<file path="config.mk">
export PLATFORM = sky130hd
export DESIGN_NAME = riscv_fetch_q_flat
export DESIGN_NICKNAME = d
export VERILOG_FILES = /design/src/rtl/riscv_fetch_q_if.sv /design/src/rtl/riscv_fetch_q.sv /design/src/flat_wrapper.sv
export SDC_FILE = /design/constraint.sdc
export NUM_CORES = 1
export LEC_CHECK = 0
export ABC_AREA = 1
export CAP_MARGIN = 20
export CORE_AREA = 2 2 178 180
export CTS_BUF_LIST = sky130_fd_sc_hd__clkbuf_8
export DETAILED_ROUTE_END_ITERATION = 8
export DIE_AREA = 0 0 180 182
export PLACE_DENSITY_LB_ADDON = 0.08
export SLEW_MARGIN = 20
export SYNTH_ARGS = -nofsm -noshare
export SYNTH_HDL_FRONTEND = slang
export SYNTH_SLANG_ARGS = --single-unit
</file>
<file path="constraint.sdc">
create_clock -name clk -period 6.2 [get_ports clk]
set_input_delay 0.93 -clock clk [delete_from_list [all_inputs] [get_ports clk]]
set_output_delay 0.93 -clock clk [all_outputs]
set_load 0.01 [all_outputs]
</file>
<file path="src/rtl/riscv_fetch_q_if.sv">
// Handshake bundle between the fetch queue, instruction memory and the
// decode stage. The master modport is the fetch unit; the slave modport is
// the surrounding environment (memory, pc_src logic and decode).
interface riscv_fetch_q_if;
  logic        imem_req_valid;
  logic        imem_req_ready;
  logic [31:0] imem_addr;
  logic        imem_rsp_valid;
  logic [31:0] imem_rsp_data;
  logic        redirect;
  logic [31:0] redirect_pc;
  logic        instr_valid;
  logic        instr_ready;
  logic [31:0] instr;
  logic [31:0] instr_pc;

  modport master (
    output imem_req_valid, imem_addr, instr_valid, instr, instr_pc,
    input  imem_req_ready, imem_rsp_valid, imem_rsp_data,
           redirect, redirect_pc, instr_ready
  );

  modport slave (
    input  imem_req_valid, imem_addr, instr_valid, instr, instr_pc,
    output imem_req_ready, imem_rsp_valid, imem_rsp_data,
           redirect, redirect_pc, instr_ready
  );
endinterface

</file>
<file path="src/rtl/riscv_fetch_q.sv">
// riscv_fetch_q: instruction-fetch front end. Issues sequential word fetches,
// tags each outstanding request with its pc, buffers in-order responses in a
// DEPTH-entry queue and hands {instr, instr_pc} to decode. A redirect flushes
// everything and discards the responses that are still outstanding.
// Optional feature: define FETCH_BYPASS_EN to forward a response straight to
// the instr_* outputs in the same cycle when the queue is empty.
module riscv_fetch_q #(
  parameter int          DEPTH    = 4,
  parameter logic [31:0] RESET_PC = 32'h0
) (
  input logic            clk,
  input logic            rst,
  riscv_fetch_q_if.master bus
);
  localparam int PW = $clog2(DEPTH);
  localparam int CW = PW + 1;

  typedef logic [PW-1:0] ptr_t;
  typedef logic [CW-1:0] cnt_t;
  typedef struct packed {
    logic [31:0] pc;
    logic [31:0] word;
  } entry_t;

  entry_t      q_mem   [DEPTH];
  logic [31:0] tag_mem [DEPTH];

  ptr_t        q_rd, q_wr, t_rd, t_wr;
  cnt_t        count, in_flight, drop_cnt;
  logic [31:0] fetch_pc;
  logic        wake;          // first cycle after reset: no request yet

  logic        accept, rsp_live, rsp_drop, rsp_keep;
  logic        pop, q_pop, q_push;
  cnt_t        occupancy;
  entry_t      head;

  // Request, response and pop qualification plus the decode-side outputs.
  // NOTE: every output of a combinational block gets a default at the top so
  // that no path through it leaves a signal unassigned and infers a latch.
  always_comb begin
    occupancy          = count + in_flight;
    head               = q_mem[q_rd];
    bus.imem_req_valid = rst && !wake && !bus.redirect && (occupancy < CW'(DEPTH));
    bus.imem_addr      = rst ? fetch_pc : RESET_PC;
    accept             = bus.imem_req_valid && bus.imem_req_ready;
    // A response with nothing outstanding is a protocol error and is ignored.
    rsp_live           = bus.imem_rsp_valid && (in_flight != '0);
    rsp_drop           = rsp_live && (drop_cnt != '0);
    rsp_keep           = rsp_live && (drop_cnt == '0) && !bus.redirect;
`ifdef FETCH_BYPASS_EN
    bus.instr_valid    = rst && ((count != '0) || rsp_keep);
    bus.instr          = (count != '0) ? head.word : bus.imem_rsp_data;
    bus.instr_pc       = (count != '0) ? head.pc   : tag_mem[t_rd];
`else
    bus.instr_valid    = rst && (count != '0);
    bus.instr          = head.word;
    bus.instr_pc       = head.pc;
`endif
    pop                = bus.instr_valid && bus.instr_ready && !bus.redirect;
    q_pop              = pop && (count != '0);
    // With an empty queue a pop can only be the forwarded response itself,
    // so that response is consumed instead of stored.
    q_push             = rsp_keep && !(pop && (count == '0));
  end

  // Control state: fetch pc, pointers, occupancy and discard bookkeeping.
  // NOTE: clocked state uses non-blocking assignments so every register sees
  // the pre-edge values of the others, independent of statement order.
  always_ff @(posedge clk) begin
    if (!rst) begin
      fetch_pc  <= RESET_PC;
      count     <= '0;
      in_flight <= '0;
      drop_cnt  <= '0;
      q_rd      <= '0;
      q_wr      <= '0;
      t_rd      <= '0;
      t_wr      <= '0;
      wake      <= 1'b1;
    end else begin
      wake <= 1'b0;
      if (bus.redirect) begin
        // Everything still outstanding after this cycle must be discarded.
        fetch_pc  <= bus.redirect_pc & ~32'h3;
        count     <= '0;
        q_rd      <= '0;
        q_wr      <= '0;
        t_rd      <= '0;
        t_wr      <= '0;
        in_flight <= in_flight - CW'(rsp_live);
        drop_cnt  <= in_flight - CW'(rsp_live);
      end else begin
        if (accept) begin
          fetch_pc <= fetch_pc + 32'd4;
          t_wr     <= t_wr + 1'b1;
        end
        if (rsp_keep) t_rd <= t_rd + 1'b1;
        if (q_push)   q_wr <= q_wr + 1'b1;
        if (q_pop)    q_rd <= q_rd + 1'b1;
        count     <= count + CW'(q_push) - CW'(q_pop);
        in_flight <= in_flight + CW'(accept) - CW'(rsp_live);
        if (rsp_drop) drop_cnt <= drop_cnt - 1'b1;
      end
    end
  end

  // Storage writes for the pc tag FIFO and the instruction queue.
  // NOTE: the arrays carry no reset; pointers and count define which entries
  // are meaningful, so clearing the contents would only cost logic.
  always_ff @(posedge clk) begin
    if (accept) tag_mem[t_wr] <= fetch_pc;
    if (q_push) q_mem[q_wr]   <= '{pc: tag_mem[t_rd], word: bus.imem_rsp_data};
  end

  // Protocol and occupancy sanity checks for simulation.
  rsp_needs_req: assert property (@(posedge clk) disable iff (!rst)
    !(bus.imem_rsp_valid && (in_flight == '0)));
  occupancy_bound: assert property (@(posedge clk) disable iff (!rst)
    occupancy <= CW'(DEPTH));
endmodule
</file>
<file path="src/flat_wrapper.sv">
// flat-port wrapper written by rule: the top's interface ports become plain ports
module riscv_fetch_q_flat 
#(
  parameter int          DEPTH    = 4,
  parameter logic [31:0] RESET_PC = 32'h0
)
  (clk, rst, bus_imem_req_valid, bus_imem_addr, bus_instr_valid, bus_instr, bus_instr_pc, bus_imem_req_ready, bus_imem_rsp_valid, bus_imem_rsp_data, bus_redirect, bus_redirect_pc, bus_instr_ready);
  riscv_fetch_q_if bus_i ();
  input logic clk;
  input logic rst;
  output wire logic [$bits(bus_i.imem_req_valid)-1:0] bus_imem_req_valid;
  output wire logic [$bits(bus_i.imem_addr)-1:0] bus_imem_addr;
  output wire logic [$bits(bus_i.instr_valid)-1:0] bus_instr_valid;
  output wire logic [$bits(bus_i.instr)-1:0] bus_instr;
  output wire logic [$bits(bus_i.instr_pc)-1:0] bus_instr_pc;
  input wire logic [$bits(bus_i.imem_req_ready)-1:0] bus_imem_req_ready;
  input wire logic [$bits(bus_i.imem_rsp_valid)-1:0] bus_imem_rsp_valid;
  input wire logic [$bits(bus_i.imem_rsp_data)-1:0] bus_imem_rsp_data;
  input wire logic [$bits(bus_i.redirect)-1:0] bus_redirect;
  input wire logic [$bits(bus_i.redirect_pc)-1:0] bus_redirect_pc;
  input wire logic [$bits(bus_i.instr_ready)-1:0] bus_instr_ready;
  assign bus_imem_req_valid = bus_i.imem_req_valid;
  assign bus_imem_addr = bus_i.imem_addr;
  assign bus_instr_valid = bus_i.instr_valid;
  assign bus_instr = bus_i.instr;
  assign bus_instr_pc = bus_i.instr_pc;
  assign bus_i.imem_req_ready = bus_imem_req_ready;
  assign bus_i.imem_rsp_valid = bus_imem_rsp_valid;
  assign bus_i.imem_rsp_data = bus_imem_rsp_data;
  assign bus_i.redirect = bus_redirect;
  assign bus_i.redirect_pc = bus_redirect_pc;
  assign bus_i.instr_ready = bus_instr_ready;
  riscv_fetch_q #(.DEPTH(DEPTH), .RESET_PC(RESET_PC)) u_core (.clk(clk), .rst(rst), .bus(bus_i));
endmodule
</file>
Word level (Yosys, flattened, before mapping)
Memory sizes are Yosys's and may differ from the RTL's. A register that Yosys moved wholly into a read port is not among the register bits.
Cells that the tools add are included.

storage, ports and cells
  output and inout port bits = 98
  bits in latches = 0
  memory bits (writable) = 384
  memories kept = 2
  register bits = 50
  logic and storage cells = 66
  memory bits (read-only) = 0

cells by class
  $mul = 0
  shifts and indexed selects = 0
  divide/modulo/power cells = 0
  equal/unequal tests = 0
  reductions and logical operators = 25
  $add $sub $neg = 12
  $lt $le $gt $ge = 1
  multiplexer cells = 15
  bitwise logic cells = 1

memory list
  memory          words  bits a word  rd ports  clocked after Yosys merged registers in  wr ports  line                 text
  u_core.q_mem    4      64           1         1                                        1         riscv_fetch_q.sv:25  entry_t q_mem [DEPTH];
  u_core.tag_mem  4      32           1         1                                        1         riscv_fetch_q.sv:26  logic [31:0] tag_mem [DEPTH];

operators by type and width
  kind                     count
  $mux W32                 3
  $add A32 B3 Y32 const B  1
  $logic_and A1 B1 Y1      14
  $mux W3                  3
  $reduce_bool A3 Y1       3
  $sub A3 B1 Y3            3
  $add A2 B1 Y2 const B    4
  $mux W2                  4
  $add A3 B1 Y3            2
  $logic_not A3 Y1         2
  $mux W1                  5
  $reduce_bool A2 Y1       2
  $add A3 B3 Y3            1
  $logic_not A1 Y1         3
  $lt A3 B3 Y1 const B     1
  $sub A3 B1 Y3 const B    1
  $reduce_or A2 Y1         1
  $not A1 Y1               1

Logic depth before layout (Yosys ltp)
  depth after elaboration = 9
  mapped depth = 14
  mapped depth without buffers = 13

Worst setup path after synthesis
OpenSTA, ideal clock, no wires.

  path kind = input-to-reg
  start point = input bus_imem_rsp_valid
  end point = memory u_core.q_mem[0][0] in the netlist's numbering (enable)
  buffers on the path = 0
  required time = 5.718 ns
  cell stages on the path = 5
  arrival = 4.081 ns
  setup time = 0.482 ns
  setup slack = 1.637 ns
  cells stage by stage = a21boi_2 nand3_2 nor2_4 inv_2 nor2_1

on the way
  cells in the longest elaborated chain, start to end = 6

ends and longest elaborated chain
  item                               line                  text
  start, declared                    flat_wrapper.sv:17    input wire logic [$bits(bus_i.imem_rsp_valid)-1:0] bus_imem_rsp_valid;
  $logic_and A1 B1 Y1                riscv_fetch_q.sv:48   rsp_live = bus.imem_rsp_valid && (in_flight != '0);
  $logic_and A1 B1 Y1 (2 in series)  riscv_fetch_q.sv:50   rsp_keep = rsp_live && (drop_cnt == '0) && !bus.redirect;
  $logic_and A1 B1 Y1                riscv_fetch_q.sv:64   q_push = rsp_keep && !(pop && (count == '0));
  net u_core.q_push                  riscv_fetch_q.sv:34   logic pop, q_pop, q_push;
  $mux W1                            riscv_fetch_q.sv:113  if (q_push) q_mem[q_wr] <= '{pc: tag_mem[t_rd], word: bus.imem_rsp_data};
  $mux W1 (implied by the code)      riscv_fetch_q.sv:113
  end, declared                      riscv_fetch_q.sv:25

The timed path passes the listed nets, and every way through them passes these cells.

==> results by group <==
Synthesis
  • Post-synthesis cell type count: 41
  • Post-synth EDFFs: 368
  • Register bit count reported by yosys: 420
  • Post-synthesis async set-or-reset flop share: 0
  • YS warnings: 0
  • Share of the synthesized area in the top cell type: 0.640
  • Gate Count Post-Synth: 1507
  • Post-synth top cells: edfxtp_1 (368), nor2_1 (235), o21ai_0 (199), nand2_1 (191), inv_1 (108)
  • Synthesized cell area: 17300 um^2
  • Post-synth top area cell: edfxtp_1
  • Sequential share of the synthesized area: 0.700
  • Top-count cell post-synth: edfxtp_1
  • Syn_area_per_cell: 11.5 um^2
  • Ys flop type: edfxtp_1
  • Synth top area cells: edfxtp_1 (64%), dfxtp_1 (6.0%), o21ai_0 (5.8%), nor2_1 (5.1%), nand2_1 (4.2%)

Clock network
  • Bufs on Longest Clock Path: 3
  • # hold bufs at CTS: 0
  • Root buf cell: clkbuf_8
  • Clock sink count: 420
  • CTS tree: built
  • Post-CTS Resized: 0
  • Clock slew seen by the registers of the worst setup and hold paths: 0.05 ns
  • CTS buffer count: 67
  • Clk_lat worst skew: 0.58 ns
  • H-tree levels: 3
  • Post-CTS setup buffers: 0

Timing
  • Worst hold slack: 0.470 ns
  • Hold Fails Final Rpt: 0
  • Final Critical Period: 4.43 ns
  • Slew Viols, Final: 0
  • RSZ-0062 raised after global routing: no
  • Crit share post-route: 0.715
  • Final setup viols: 0
  • Headroom to the max-slew limit: 0.339
  • Final WS setup: 1.77 ns
  • Max Fclk: 226 MHz
  • Clk_skew: 0.0287 ns
  • Final TNS setup: 0 ns
  • Slew at the pin with the worst max-slew slack: 0.992 ns

Setup path
  • Critical path cell sequence: clkinv_2, buf_4, o21ai_0, o22ai_1, clkdlybuf4s50_1
  • Crit path capture type: primary output
  • Worst setup SP type: flop
  • Kind of critical path: flop to primary output
  • Worst Path Required: 5.27 ns
  • CP max-delay cell: clkinv_2
  • Worst path max stage delay: 0.80 ns
  • Crit-path max FO: 67
  • Worst path arrival time: 3.50 ns
  • R2R Path Start: u_core.in_flight[1]$_SDFF_PN0_

Routing
  • Wire per inst: 17.0 um
  • Via density: 5.39
  • 1st-pass router iterations: 5
  • DRC: 0
  • Post-DRT Antenna Nets: 0
  • Initial DRC Count: 854
  • DRT Wirelength: 36300 um
  • Vias: 11500

Floorplanning
  • Die height: 182 um
  • Die area: 32800 um^2
  • Row count: 65
  • Initial Utilization: 0.557
  • Die width: 180 um
  • Top Ports: 168
  • Core area: 31000 um^2

Pwr
  • Sequential Power Share: 0.553
  • Switching Power: 1.42 mW
  • Clock share of power: 0.347
  • Pint: 4.49 mW
  • Static leakage: 7.43 nW
  • Gate power share: 0.100
  • Switch share: 0.240
  • Peak VDD IR: 0.215 mV
  • PwrDens: 290 nW/um^2

Run status
  • Status: finished, final reports clean

Job
  • MaxCap Viol Count: 0

Layout
  • ANT cells: 0
  • Post-route cell area: 20400 um^2
  • Area Growth Syn to Fin: 17.9%
  • Post-layout nets: 1767
  • Share of layout cells above drive strength 1: 0.0840

Placed design
  • Area after DPL: 19200 um^2
  • Port bufs: 161
  • Gpl congestion: 0.890
  • Post-DP HPWL: 21600 um
  • Pre-CTS setup slack: 2.30 ns

GRT
  • First-pass GRT wire length: 57500 um
  • Global-route usage over all layers: 0.221
  • Vias in the first global route: 11000
  • Pin count of the biggest net entering global routing: 82
  • Initial antenna violation count: 0
  • Total congestion overflow: 0

Hold path
  • Worst Hold Launch: u_core.q_rd[1]$_SDFFE_PP0P_
  • Hold crit path type: flop to flop
[flip-flops by register name (all words and copies together) (netlist names), named ones only]
name / flops
u_core.count: 3
u_core.drop_cnt: 3
u_core.fetch_pc: 30
u_core.in_flight: 3
u_core.q_mem: 248
u_core.q_rd: 2
u_core.q_wr: 2
u_core.t_rd: 2
u_core.t_wr: 2
u_core.tag_mem: 120
u_core.wake: 1
[per-stage QoR]
step / util / instances / total power, mW
finish: 0.657 / 2128 / 5.91
global route: 0.657 / 2128 / 6.16
CTS: 0.657 / 2128 / 5.97
detailed placement: 0.620 / 2010 / 3.92
global placement: 0.620 / 2010 / 3.90
floorplan: - / 1510 / 3.65
[final timing paths]
check | endpoint | slack (ns) | cells after the start
worst max-delay path | bus_instr[27] | 1.77 | 5
worst min register to register | flop | 0.47 | 2
worst min-delay path | flop | 0.47 | 2
worst max register to register | u_core.q_mem[3][17]$_DFFE_PP_ | 3.47 | 7
[placed cells by master (no fill, tap or decap), types with 16 or more instances in the layout]
cell type        count
a21oi_1             19
buf_4               17
clkbuf_8            69
clkdlybuf4s50_1    160
clkinv_1            16
dfxtp_1             50
edfxtp_1           368
ha_1                18
inv_1              130
nand2_1            191
nand3_1             75
nor2_1             227
o21ai_0            199
o22ai_1             92
[power by group through the flow]
| stage | logic (mW) | clock network [mW] | registers, mW |
|---|---|---|---|
| 2_1_floorplan | 0.346 | 0 | 3.30 |
| 3_3_place_gp | 0.584 | 0 | 3.32 |
| 3_5_place_dp | 0.599 | 0 | 3.32 |
| 4_1_cts | 0.601 | 2.10 | 3.26 |
| 5_1_grt | 0.659 | 2.22 | 3.27 |
| 6_report | 0.592 | 2.05 | 3.26 |
[layer usage]
metal / wire length [um] / vias up / track usage
li1: - / 5636 / -
met1: 16100 / 5409 / 0.302
met2: 17200 / 369 / 0.361
met3: 2410 / 48 / 0.0415
met4: 617 / 0 / 0.0676
met5: 0 / - / 0
[cell families (layout without fill, tap and decap cells)]
kind of cell	Yosys count	after routing	share of synthesized area
flops	420	420	0.700
xor+xnor	7	7	0.00355
other cells	1	4	0.000217
buf+inv	197	413	0.0472
simple gates	537	537	0.131
compound gates	325	325	0.103
fa+ha+maj	20	20	0.0154
[worst max-delay path: cells and delay by family, from the launching register on]
| kind | cells | cell delay (ns) |
|---|---|---|
| buffers and inverters | 3 | 1.88 |
| DFF | 1 | 0.62 |
| AOI/OAI and AO/OA | 2 | 0.37 |
[cell type report]
class	count	area [um^2]
clock buffers	69	950
inverters	116	439
repair buffers	179	1750
fillers	2373	10600
flip-flops and latches	420	12100
well taps	402	503
multi-input cells	893	4410
clock inverters	49	213
Power figures use the tool's default switching activity.
==> edit 1: new RTL, same settings <==
Reset style: asynchronous (`rst`), changed in one clocked block.
--- a/src/rtl/riscv_fetch_q.sv
+++ b/src/rtl/riscv_fetch_q.sv
@@ -69,3 +69,3 @@
   // the pre-edge values of the others, independent of statement order.
-  always_ff @(posedge clk) begin
+  always_ff @(posedge clk or negedge rst) begin
     if (!rst) begin
Function: differs if rst is asserted again (counterexample within 4 cycles, from zero or initial values and one cycle with rst low); with rst held inactive, the same outputs for 4 cycles.
==> edit 1 against the original RTL <==
Setup slack better by 0.097 ns; wire length up 1.2%; register-to-register slack worse by 0.31 ns; sequential share of layout area up 0.74 points; first-iteration DRC count up 14%; synthesized area down 0.41%; final area about the same; sequential cell count down 4; via count down 0.75%; clock power up 2%; power up 6.7%; cell count down 1.8%; largest power group unchanged.
==> edit 1: results (changes against the original RTL) <==
status = completed (unchanged)
Post-DP HPWL = 21,500 microns (was 21,600 microns)
met1 Usage GRT = 31.1% (was 30.2%)
critical path arrival = 3.41 ns (was 3.50 ns)
DR WL/cell = 17.6 microns (was 17.0 microns)
count of cell types in the netlist = 36 (was 41)
crit path max fanout = 52 (was 67)
Via density = 5.45 (was 5.39)
Starting DRT DRC Count = 974 (was 854)
Peak VDD IR = 0.241 mV (was 0.215 mV)
post-synthesis sequential area ratio = 71.2% (was 70.0%)
Reg clk slew, reported paths = 0.07 ns (was 0.05 ns)
DP Worst Slack = 2.19 ns (was 2.30 ns)
GR Util met3 = 4.05% (was 4.15%)
Hold Path Class = input port to asynchronous set/reset pin (was flip-flop to flip-flop)
Async SR Flop Fraction = 11.5% (was 0%)
share of layout cells above drive strength 1 = 8.42% (was 8.40%)
TritonCTS buffer count = 67 (unchanged)
Clock Skews = 0.0360 ns (was 0.0287 ns)
synth cell count leaders = 368 x edfxtp_1, 230 x nor2_1, 205 x nand2_1 (was 368 x edfxtp_1, 235 x nor2_1, 199 x o21ai_0)
Critical Path Max Stage Delay = 0.73 ns (was 0.80 ns)
largest net degree at the start of global routing = 79 (was 82)
top post-synthesis cells by area = edfxtp_1 64%, dfrtp_1 6.8%, o21ai_0 5.9% (was edfxtp_1 64%, dfxtp_1 6.0%, o21ai_0 5.8%)
clock latency on the worst-skew pair = 0.60 ns (was 0.58 ns)
Global Route met2 Usage = 36.4% (was 36.1%)
Max-slew headroom = 29.5% (was 33.9%)
vias in the first global route = 11,000 (about the same)
GPL Wtd Cong = 0.832 (was 0.890)
-- edit 1: final cells by class --
cell class                 count  area, sq um
clock buffer                  68          936
clock inverter                51          267
fill                        2310        10600
inverter                      93          350
multi-input combinational    876         4300
sequential                   416        12300
tap                          402          503
timing repair buffer         183         1770
-- edit 1: power breakdown --
group | switching [mW] | internal, mW
registers | 0.128 | 3.23
clock network | 1.05 | 1.04
logic | 0.510 | 0.349
total | 1.69 | 4.62
-- edit 1: worst max-delay path by stage --
stage / cells past startpoint / to / slack, ns
floorplan: 6 / u_core.q_mem[0][0] / 1.75
CTS: 5 / bus_instr[31] / 1.80
global placement: 6 / u_core.tag_mem[0][26] / 2.19
global route: 5 / bus_instr[15] / 1.62
detailed placement: 6 / u_core.tag_mem[0][29] / 2.19
finish: 5 / bus_instr[31] / 1.86
-- edit 1: cell families after synthesis --
logic type | after synthesis | share of synthesized area [%]
multiplexers | 1 | 0.0655
AO/OA/AOI/OAI | 306 | 9.60
flip-flops | 416 | 71.2
adder cells (fa/ha/maj) | 20 | 1.54
other | 1 | 0.0218
XOR/XNOR | 13 | 0.662
buffers and inverters | 173 | 4.08
AND/OR/NAND/NOR | 531 | 12.8
-- edit 1: through the flow --
step | std cells | power [mW] | hold slack (ns) | utilization, %
after floorplan | 1465 | 3.88 | 0.522 | -
after global placement | 1970 | 4.25 | 0.551 | 61.9
after detailed placement | 1970 | 4.27 | 0.557 | 61.9
after CTS | 2089 | 6.36 | 0.333 | 65.8
after global routing | 2089 | 6.60 | 0.371 | 65.8
final | 2089 | 6.30 | 0.340 | 65.8
-- edit 1: layer usage --
layer	wire, microns	share of wire, %	up-vias
li1	-	-	5497
met4	566	1.5	0
met1	16300	44	5442
met3	2580	7.0	46
met2	17200	47	391
met5	0	0	-
-- edit 1: worst register-to-register path, cell delays in order, from the launching register on --
cell	delay, ns
dfrtp_1	0.43
ha_1	0.29
nand3_1	0.12
nand2_1	0.08
nand2_2	0.09
nand4_4	0.40
nor2_2	0.89
buf_4	0.40
==> edit 2: new RTL, same settings <==
Made on the original files. Build with the macro `FETCH_BYPASS_EN` defined.
--- a/src/rtl/riscv_fetch_q.sv
+++ b/src/rtl/riscv_fetch_q.sv
@@ -6,2 +6,4 @@
 // the instr_* outputs in the same cycle when the queue is empty.
+`define FETCH_BYPASS_EN
+
 module riscv_fetch_q #(
Behaviour: not the same (Yosys sat finds a counterexample within 4 cycles, from zero or initial values and one cycle with rst low).
==> edit 2 against the original RTL <==
Wire length grew 11%; critical path type unchanged; synthesized area grew 4.6%; global-route usage grew 2.6 points; cell count grew 9.9%; combinational power grew 14%; critical endpoint is now bus_instr[23]; maximum frequency shrank 6.7%; setup slack lost 0.32 ns; core utilization grew 2.6 points; synthesized cell count grew 15%; sequential cell count is the same; final area grew 3.9%; via count grew 12%; power grew 2.2%.
==> edit 2: results (changes against the original RTL) <==
critical path arrival = 3.82 ns (was 3.50 ns)
Signal buf overhead = 8.46% (was 8.61%)
area of the multi-input gates = 5210 sq um (was 4410 sq um)
Async SR Flop Fraction = 0% (unchanged)
Max-slew headroom = 34.5% (was 33.9%)
count of cell types in the netlist = 40 (was 41)
DP Worst Slack = 1.77 ns (was 2.30 ns)
Inverters, non-clock = 97 (was 116)
Hold Slack = 0.463 ns (was 0.470 ns)
clock buffer count = 73 (was 69)
Global Route met2 Usage = 41.0% (was 36.1%)
top post-synthesis cells by area = edfxtp_1 61%, nor2_1 8.6%, dfxtp_1 5.8% (was edfxtp_1 64%, dfxtp_1 6.0%, o21ai_0 5.8%)
Synth-to-Final Area Change = 17.2% (was 17.9%)
post-synthesis sequential area ratio = 67.0% (was 70.0%)
Fill cells = 2,343 (was 2,373)
vias in the first global route = 12,500 (was 11,000)
Synth Instances = 1,728 (was 1,507)
crit-path leading delay family = buffers and inverters (unchanged)
reg-to-reg startpoint = u_core.count[2] (was u_core.in_flight[1])
biggest regs = u_core.q_mem (248), u_core.tag_mem (120), u_core.fetch_pc (30) (unchanged)
number of flops mapped to enable cells by yosys = 368 (unchanged)
share of layout cells above drive strength 1 = 7.28% (was 8.40%)
synth cell count leaders = 416 x nor2_1, 368 x edfxtp_1, 270 x nand2_1 (was 368 x edfxtp_1, 235 x nor2_1, 199 x o21ai_0)
Critical Path Max Stage Delay = 0.73 ns (was 0.80 ns)
status = completed (unchanged)
cell-internal power = 4.56 mW (was 4.49 mW)
R2R setup slack = 2.64 ns (was 3.47 ns)
metal3 WL = 2690 microns (was 2410 microns)
largest net degree at the start of global routing = 77 (was 82)
total leakage power = 7.71 nW (was 7.43 nW)
Final Non-Filler Cells = 2,338 (was 2,128)
wire length on met1 = 17,600 microns (was 16,100 microns)
Starting DRT DRC Count = 1,061 (was 854)
TritonCTS buffer count = 68 (was 67)
worst flop-to-flop path endpoint = u_core.count[1] (was u_core.q_mem[3][17])
GR Util met3 = 4.33% (was 4.15%)
Synth Flop Type = edfxtp_1 (unchanged)
gr busiest metal = met2 (unchanged)
final worst-path cycle share = 76.7% (was 71.5%)
dpl cells = 2,221 (was 2,010)
CP endpoint = bus_instr[23] (was bus_instr[27])
FF-to-FF path depth = 8 (was 7)
GRT Total Usage = 24.7% (was 22.1%)
crit path max fanout = 47 (was 67)
first-pass detailed-route iteration total = 7 (was 5)
clock-cell share of area = 5.66% (was 5.71%)
met2 wire len = 19,200 microns (was 17,200 microns)
Non-CTS buffers = 185 (was 179)
Post-DP HPWL = 23,800 microns (was 21,600 microns)
CTS Root Cell = clkbuf_8 (unchanged)
met1 Usage GRT = 33.0% (was 30.2%)
antenna violations before repair = 0 (unchanged)
first-pass GRT wire length = 64,400 microns (was 57,500 microns)
vias after detailed routing = 12,800 (was 11,500)
Clock Skews = 0.0261 ns (was 0.0287 ns)
WL final = 40,200 microns (was 36,300 microns)
area of placed instances = 20,000 sq um (was 19,200 sq um)
GPL Wtd Cong = 0.901 (was 0.890)
Worst path slowest cell = nor3_4 (was clkinv_2)
[edit 2: cell types whose count changed in the layout (fill, tap and decap cells not counted), moves of 4 or more]
cell      before  now
clkinv_1      16   11
nand3_1       75   46
buf_4         17   24
o22ai_1       92   45
a21oi_1       19   23
nand2_1      191  270
a21oi_2        0   10
nor2_2        14    5
o211ai_1       6    1
nor2_1       227  408
a31oi_1        0   47
inv_1        130  116
clkbuf_8      69   73
[edit 2: cell families after synthesis]
logic type / synth area share, %
XOR/XNOR: 0.533
other: 0.0208
flip-flops: 67.0
adder cells (fa/ha/maj): 1.54
buffers and inverters: 4.49
AND/OR/NAND/NOR: 16.2
AO/OA/AOI/OAI: 10.2
[edit 2: power by group through the flow]
stage	combinational, mW	clock (mW)	sequential [mW]
after floorplan	0.393	0	3.29
after global placement	0.661	0	3.31
after detailed placement	0.676	0	3.31
after CTS	0.679	2.15	3.25
after global routing	0.755	2.29	3.26
final	0.674	2.10	3.25
